--- config.mk ---
export PLATFORM = sky130hd
export DESIGN_NAME = exe_cond_unit_flat
export DESIGN_NICKNAME = d
export VERILOG_FILES = /design/src/rtl/arm_pkg.sv /design/src/rtl/exe_cond_unit_if.sv /design/src/rtl/exe_cond_unit_cond_check.sv /design/src/rtl/exe_cond_unit.sv /design/src/flat_wrapper.sv
export SDC_FILE = /design/constraint.sdc
export NUM_CORES = 1
export LEC_CHECK = 0
export CAP_MARGIN = 20
export CORE_AREA = 2 2 39 41
export DETAILED_ROUTE_END_ITERATION = 10
export DIE_AREA = 0 0 41 43
export PLACE_DENSITY = 0.81
export RECOVER_POWER = 100
export SKIP_CTS_REPAIR_TIMING = 1
export SYNTH_ARGS = -nofsm -noshare
export SYNTH_HDL_FRONTEND = slang
export SYNTH_SLANG_ARGS = --single-unit
--- constraint.sdc ---
create_clock -name clk -period 2.9 [get_ports clk]
set_input_delay 0.58 -clock clk [delete_from_list [all_inputs] [get_ports clk]]
set_output_delay 0.58 -clock clk [all_outputs]
set_load 0.01 [all_outputs]
--- src/rtl/arm_pkg.sv ---
// Shared ARM execute-stage definitions: condition codes and NZCV bit positions.
// Used by the conditional-execution unit and its condition checker.
package arm_pkg;

  typedef enum logic [3:0] {
    COND_EQ = 4'h0,
    COND_NE = 4'h1,
    COND_CS = 4'h2,
    COND_CC = 4'h3,
    COND_MI = 4'h4,
    COND_PL = 4'h5,
    COND_VS = 4'h6,
    COND_VC = 4'h7,
    COND_HI = 4'h8,
    COND_LS = 4'h9,
    COND_GE = 4'hA,
    COND_LT = 4'hB,
    COND_GT = 4'hC,
    COND_LE = 4'hD,
    COND_AL = 4'hE,
    COND_NV = 4'hF
  } cond_t;

  localparam int FLAG_N = 3;
  localparam int FLAG_Z = 2;
  localparam int FLAG_C = 1;
  localparam int FLAG_V = 0;

  localparam int FLAGW_NZ = 1;
  localparam int FLAGW_CV = 0;

endpackage

--- src/rtl/exe_cond_unit_if.sv ---
// Decode-to-execute controls in, gated execute-to-memory controls out.
// valid_e marks a real instruction; there is no ready: Execute consumes every valid cycle.
interface exe_cond_unit_if;
  logic       valid_e;
  logic [3:0] cond_e;
  logic [1:0] flag_w_e;
  logic [3:0] alu_flags_e;
  logic       carry_src_e;
  logic       shift_carry_e;
  logic       pcs_e;
  logic       reg_w_e;
  logic       mem_w_e;
  logic       branch_e;
  logic       branch_link_e;

  logic       cond_ex_e;
  logic       pcs_g;
  logic       reg_w_g;
  logic       mem_w_g;
  logic       branch_taken_e;
  logic       link_w_g;
  logic [3:0] flags_q;
  logic       carry_in_e;

  modport master (
    output valid_e, cond_e, flag_w_e, alu_flags_e, carry_src_e, shift_carry_e,
           pcs_e, reg_w_e, mem_w_e, branch_e, branch_link_e,
    input  cond_ex_e, pcs_g, reg_w_g, mem_w_g, branch_taken_e, link_w_g,
           flags_q, carry_in_e
  );

  modport slave (
    input  valid_e, cond_e, flag_w_e, alu_flags_e, carry_src_e, shift_carry_e,
           pcs_e, reg_w_e, mem_w_e, branch_e, branch_link_e,
    output cond_ex_e, pcs_g, reg_w_g, mem_w_g, branch_taken_e, link_w_g,
           flags_q, carry_in_e
  );
endinterface

--- src/rtl/exe_cond_unit_cond_check.sv ---
// Combinational ARM condition evaluator: 4-bit condition field + NZCV -> pass.
// Kept standalone so the hazard unit can reuse it.
module cond_check
  import arm_pkg::*;
(
  input  logic [3:0] cond,
  input  logic [3:0] nzcv,
  output logic       pass
);

  logic n, z, c, v;

  assign n = nzcv[FLAG_N];
  assign z = nzcv[FLAG_Z];
  assign c = nzcv[FLAG_C];
  assign v = nzcv[FLAG_V];

  always_comb begin
    pass = 1'b1;
    case (cond_t'(cond))
      COND_EQ: pass = z;
      COND_NE: pass = !z;
      COND_CS: pass = c;
      COND_CC: pass = !c;
      COND_MI: pass = n;
      COND_PL: pass = !n;
      COND_VS: pass = v;
      COND_VC: pass = !v;
      COND_HI: pass = c & !z;
      COND_LS: pass = !c | z;
      COND_GE: pass = (n == v);
      COND_LT: pass = (n != v);
      COND_GT: pass = !z & (n == v);
      COND_LE: pass = z | (n != v);
      // NV is executed unconditionally on this core, same as AL.
      default: pass = 1'b1;
    endcase
  end

endmodule

--- src/rtl/exe_cond_unit.sv ---
// Execute-stage conditional-execution unit: holds NZCV, gates write/branch controls.
// Optional performance counters are built when COND_PERF_CNT_EN is defined.
module exe_cond_unit
  import arm_pkg::*;
#(
  parameter logic [3:0] FLAG_RST = 4'b0000
`ifdef COND_PERF_CNT_EN
  ,
  parameter int CNT_W = 32
`endif
) (
  input  logic                clk,
  input  logic                reset,
  exe_cond_unit_if.slave      bus
`ifdef COND_PERF_CNT_EN
  ,
  input  logic                cnt_clr,
  output logic [CNT_W-1:0]    exec_cnt,
  output logic [CNT_W-1:0]    squash_cnt
`endif
);

  logic [3:0] flags_q, flags_d;
  logic       pass;
  logic       cond_ex;

  // Gating always looks at the registered flags, so an instruction that
  // writes flags is itself judged on the pre-update value.
  cond_check u_cond_check (
    .cond (bus.cond_e),
    .nzcv (flags_q),
    .pass (pass)
  );

  assign cond_ex = bus.valid_e & pass;

  assign bus.cond_ex_e      = cond_ex;
  assign bus.pcs_g          = bus.pcs_e & cond_ex;
  assign bus.reg_w_g        = bus.reg_w_e & cond_ex;
  assign bus.mem_w_g        = bus.mem_w_e & cond_ex;
  assign bus.branch_taken_e = bus.branch_e & cond_ex;
  assign bus.link_w_g       = bus.branch_link_e & bus.branch_e & cond_ex;
  assign bus.flags_q        = flags_q;
  assign bus.carry_in_e     = flags_q[FLAG_C];

  always_comb begin
    flags_d = flags_q;
    if (cond_ex) begin
      if (bus.flag_w_e[FLAGW_NZ]) begin
        flags_d[FLAG_N] = bus.alu_flags_e[FLAG_N];
        flags_d[FLAG_Z] = bus.alu_flags_e[FLAG_Z];
      end
      if (bus.flag_w_e[FLAGW_CV]) begin
        flags_d[FLAG_C] = bus.carry_src_e ? bus.shift_carry_e : bus.alu_flags_e[FLAG_C];
        flags_d[FLAG_V] = bus.alu_flags_e[FLAG_V];
      end
    end
  end

  always_ff @(posedge clk or negedge reset) begin
    if (!reset) flags_q <= FLAG_RST;
    else        flags_q <= flags_d;
  end

`ifdef COND_PERF_CNT_EN
  logic [CNT_W-1:0] exec_cnt_q, exec_cnt_d;
  logic [CNT_W-1:0] squash_cnt_q, squash_cnt_d;

  // Clear wins over increment; both counters stick at all-ones.
  always_comb begin
    exec_cnt_d   = exec_cnt_q;
    squash_cnt_d = squash_cnt_q;
    if (cnt_clr) begin
      exec_cnt_d   = '0;
      squash_cnt_d = '0;
    end else begin
      if (cond_ex && (exec_cnt_q != {CNT_W{1'b1}}))
        exec_cnt_d = exec_cnt_q + 1'b1;
      if (bus.valid_e && !pass && (squash_cnt_q != {CNT_W{1'b1}}))
        squash_cnt_d = squash_cnt_q + 1'b1;
    end
  end

  always_ff @(posedge clk or negedge reset) begin
    if (!reset) begin
      exec_cnt_q   <= '0;
      squash_cnt_q <= '0;
    end else begin
      exec_cnt_q   <= exec_cnt_d;
      squash_cnt_q <= squash_cnt_d;
    end
  end

  assign exec_cnt   = exec_cnt_q;
  assign squash_cnt = squash_cnt_q;
`endif

endmodule
--- src/flat_wrapper.sv ---
// flat-port wrapper written by rule: the top's interface ports become plain ports
module exe_cond_unit_flat import arm_pkg::*;
#(
  parameter logic [3:0] FLAG_RST = 4'b0000

)
  (clk, reset, bus_valid_e, bus_cond_e, bus_flag_w_e, bus_alu_flags_e, bus_carry_src_e, bus_shift_carry_e, bus_pcs_e, bus_reg_w_e, bus_mem_w_e, bus_branch_e, bus_branch_link_e, bus_cond_ex_e, bus_pcs_g, bus_reg_w_g, bus_mem_w_g, bus_branch_taken_e, bus_link_w_g, bus_flags_q, bus_carry_in_e);
  exe_cond_unit_if bus_i ();
  input  logic clk;
  input  logic reset;
  input wire logic [$bits(bus_i.valid_e)-1:0] bus_valid_e;
  input wire logic [$bits(bus_i.cond_e)-1:0] bus_cond_e;
  input wire logic [$bits(bus_i.flag_w_e)-1:0] bus_flag_w_e;
  input wire logic [$bits(bus_i.alu_flags_e)-1:0] bus_alu_flags_e;
  input wire logic [$bits(bus_i.carry_src_e)-1:0] bus_carry_src_e;
  input wire logic [$bits(bus_i.shift_carry_e)-1:0] bus_shift_carry_e;
  input wire logic [$bits(bus_i.pcs_e)-1:0] bus_pcs_e;
  input wire logic [$bits(bus_i.reg_w_e)-1:0] bus_reg_w_e;
  input wire logic [$bits(bus_i.mem_w_e)-1:0] bus_mem_w_e;
  input wire logic [$bits(bus_i.branch_e)-1:0] bus_branch_e;
  input wire logic [$bits(bus_i.branch_link_e)-1:0] bus_branch_link_e;
  output wire logic [$bits(bus_i.cond_ex_e)-1:0] bus_cond_ex_e;
  output wire logic [$bits(bus_i.pcs_g)-1:0] bus_pcs_g;
  output wire logic [$bits(bus_i.reg_w_g)-1:0] bus_reg_w_g;
  output wire logic [$bits(bus_i.mem_w_g)-1:0] bus_mem_w_g;
  output wire logic [$bits(bus_i.branch_taken_e)-1:0] bus_branch_taken_e;
  output wire logic [$bits(bus_i.link_w_g)-1:0] bus_link_w_g;
  output wire logic [$bits(bus_i.flags_q)-1:0] bus_flags_q;
  output wire logic [$bits(bus_i.carry_in_e)-1:0] bus_carry_in_e;
  assign bus_i.valid_e = bus_valid_e;
  assign bus_i.cond_e = bus_cond_e;
  assign bus_i.flag_w_e = bus_flag_w_e;
  assign bus_i.alu_flags_e = bus_alu_flags_e;
  assign bus_i.carry_src_e = bus_carry_src_e;
  assign bus_i.shift_carry_e = bus_shift_carry_e;
  assign bus_i.pcs_e = bus_pcs_e;
  assign bus_i.reg_w_e = bus_reg_w_e;
  assign bus_i.mem_w_e = bus_mem_w_e;
  assign bus_i.branch_e = bus_branch_e;
  assign bus_i.branch_link_e = bus_branch_link_e;
  assign bus_cond_ex_e = bus_i.cond_ex_e;
  assign bus_pcs_g = bus_i.pcs_g;
  assign bus_reg_w_g = bus_i.reg_w_g;
  assign bus_mem_w_g = bus_i.mem_w_g;
  assign bus_branch_taken_e = bus_i.branch_taken_e;
  assign bus_link_w_g = bus_i.link_w_g;
  assign bus_flags_q = bus_i.flags_q;
  assign bus_carry_in_e = bus_i.carry_in_e;
  exe_cond_unit #(.FLAG_RST(FLAG_RST)) u_core (.clk(clk), .reset(reset), .bus(bus_i));
endmodule
==> results of run 1 <==
power groups by stage:
stage	clock network (W)	logic (W)	registers, W
after global placement	0	0.000336	0.000114
after detailed placement	0	0.000344	0.000115
after floorplan	0	0.000142	0.000135
after global routing	0.0000775	0.000375	0.000120
final	0.0000676	0.000353	0.000114
after CTS	0.0000725	0.000346	0.000115
cell type report:
| cell class | instances | area [um^2] |
|---|---|---|
| inverter | 1 | 3.75 |
| clock buffer | 3 | 22.5 |
| multi-input combinational | 33 | 284 |
| timing repair buffer | 43 | 404 |
| tap | 16 | 20.0 |
| sequential | 4 | 100 |
| fill | 129 | 549 |
routing by layer:
layer / up-vias / global-route usage, % / part of all wire [%] / wire, um
li1: 244 / - / - / -
met1: 216 / 17.6 / 37 / 453
met2: 12 / 25.0 / 59 / 728
met3: 0 / 3.14 / 4.1 / 50
met4: 0 / 8.00 / 0 / 0
met5: - / 0 / 0 / 0
final timing paths:
check	start	endpoint	slack, ns	cells after the start
max	bus_cond_e[0]	bus_reg_w_g	0.11	9
min	u_core.bus.flags_q[3]	u_core.bus.flags_q[3]	0.61	1
max reg2reg	u_core.bus.flags_q[2]	u_core.bus.flags_q[2]	0.63	8
min reg2reg	u_core.bus.flags_q[3]	u_core.bus.flags_q[3]	0.61	1
max in group asynchronous	reset	u_core.bus.flags_q[0]	2.11	1
min in group asynchronous	reset	u_core.bus.flags_q[2]	0.62	1
kinds of logic (layout without fill, tap and decap cells):
group	Yosys count	in the layout	share of synthesized area [%]
flops	4	4	26.1
compound gates	8	8	18.2
mux	6	6	17.3
simple gates	14	14	22.8
xor+xnor	5	5	11.4
buf+inv	3	47	4.23
placed cells by master (no fill, tap or decap), types with 2 or more instances in the layout:
cell type / n
clkbuf_2: 2
dfrtp_1: 4
buf_4: 12
dlygate4sd3_1: 6
o311ai_0: 2
clkbuf_4: 3
xor2_1: 3
mux2_2: 4
dlymetal6s2s_1: 8
and3_1: 5
clkdlybuf4s50_1: 14
critical path, delay by kind of cell:
| kind | cells | cell delay, ns |
|---|---|---|
| xor gates and xnor gates | 2 | 0.37 |
| and+or+nand+nor | 2 | 0.56 |
| buffers and inverters | 4 | 0.55 |
| AOI/OAI and AO/OA | 1 | 0.13 |
through the flow:
| stage | TNS, ns | worst slack (ns) |
|---|---|---|
| 6_report | 0 | 0.111 |
| 4_1_cts | -3.20 | -0.565 |
| 3_5_place_dp | -3.13 | -0.553 |
| 5_1_grt | 0 | 0.0178 |
| 3_3_place_gp | -2.84 | -0.498 |
| 2_1_floorplan | 0 | 0.345 |
==> flow_summary.json, run 1 <==
{
  "htreeDepth": 1,
  "final_nets": 106,
  "finalPower_w": 0.000535,
  "reg_top3": "u_core.bus.flags_q x4",
  "critPathCaptureType": "output port",
  "fin_crit_ns": 2.79,
  "crit_chain": "dlymetal6s2s_1 > clkbuf_2 > xnor2_2 > xnor2_1 > o32ai_2 > or3_4 > buf_4 > and3_1 > clkbuf_1",
  "stdcell_count": 100,
  "cts.sinks": 4,
  "drc": 0,
  "vdd_drop_max_mv": 0.428,
  "numCtsBuffers": 3,
  "viasPerCell": 4.72,
  "port_buffers": 30,
  "synth_top_area_share_pct": 26.1,
  "grt_overflow": 0,
  "wl_per_cell_um": 12.3,
  "syn_nets": 60,
  "path_clk_slew_ns": 0.04,
  "fp.dieW_um": 41,
  "worstPathRequired_ns": 2.32,
  "final_util_pct": 60.3,
  "grt_start_max_net_pins": 9,
  "drt_first_pass_iters": 3,
  "dr_total_vias": 472,
  "relSlewSlack_pct": 61.5,
  "synth_cells": 40,
  "post-route-period-util_pct": 96.2,
  "root_buffer": "clkbuf_4",
  "setup_viol_count_final": 0,
  "rsz0062_at_grt": "false",
  "outcome": "finished clean",
  "worst_hold_slack_ns": 0.606,
  "ys_ff_latch": 4,
  "yosys.area.top_type": "dfrtp_1",
  "grt_pass1_vias": 423,
  "leakagePower_nw": 0.459,
  "p_switching_w": 0.000192,
  "clkPwrFrac_pct": 12.6,
  "drv_cap": 0,
  "synth.cell_area_um2": 384,
  "synth-async-reset-ratio_pct": 100,
  "netlist-cell-type-count": 24,
  "clock_latency_ns": 0.23,
  "synth_ff_type": "dfrtp_1",
  "yosys_warnings": 0,
  "seq_power_share_pct": 21.4,
  "ios": 31,
  "path_max_fanout": 5,
  "cp_data_arrival_time_ns": 2.21,
  "n_antenna_cell": 0,
  "largest-register": "u_core.bus.flags_q",
  "drtIter0Drc": 2,
  "synth_edf_count": 0,
  "dp.cells": 94,
  "skew_ns": 0.000245,
  "fmaxAchievable_ghz": 0.359,
  "internal_power_w": 0.000343,
  "ys_top_cells_by_area": "dfrtp_1, mux2_2, and3_1",
  "area_growth_pct": 117,
  "grt_first_pass_wirelength_um": 1830,
  "p_comb_share_pct": 66.0,
  "antenna_found_initial": 0,
  "core_um2": 1380,
  "die_area_um2": 1760,
  "worst_pin_slew_ns": 0.571,
  "rows": 14,
  "wirelength_um": 1230,
  "gp_congestion": 0.669,
  "largest_register_ff_count": 4,
  "ys_seq_area_share_pct": 26.1,
  "antenna_left": 0,
  "cts_tree": "done",
  "start_kind": "input pin",
  "slowest_stage": "or3_4",
  "maxSlewViolCount": 0,
  "synth_area_per_cell_um2": 9.60,
  "swShare_pct": 35.8,
  "cts_buffer_depth": 2,
  "layout-drive-gt1-share_pct": 29.8,
  "crit_type": "in -> out",
  "finish.instance_area_um2": 835,
  "slowest_delay_ns": 0.40,
  "place_area_um2": 767,
  "initial_core_util_pct": 27.8,
  "power_density_nw_per_um2": 641,
  "hold_viol_final": 0,
  "hp-class": "reg -> reg",
  "synth_common_cells": "and3_1, mux2_2, dfrtp_1, xor2_1",
  "dp_hpwl_um": 1010,
  "die_h_um": 43,
  "grt_usage_pct": 15.3
}
Note: power is estimated with default switching activity, not from simulation.
==> inputs of run 2 (changes only) <==
Settings changed: CAP_MARGIN 20 to not set, SKIP_LAST_GASP set to 1.
==> results of run 2 <==
The final DEF is identical to that of run 1; final timing and power are the same.
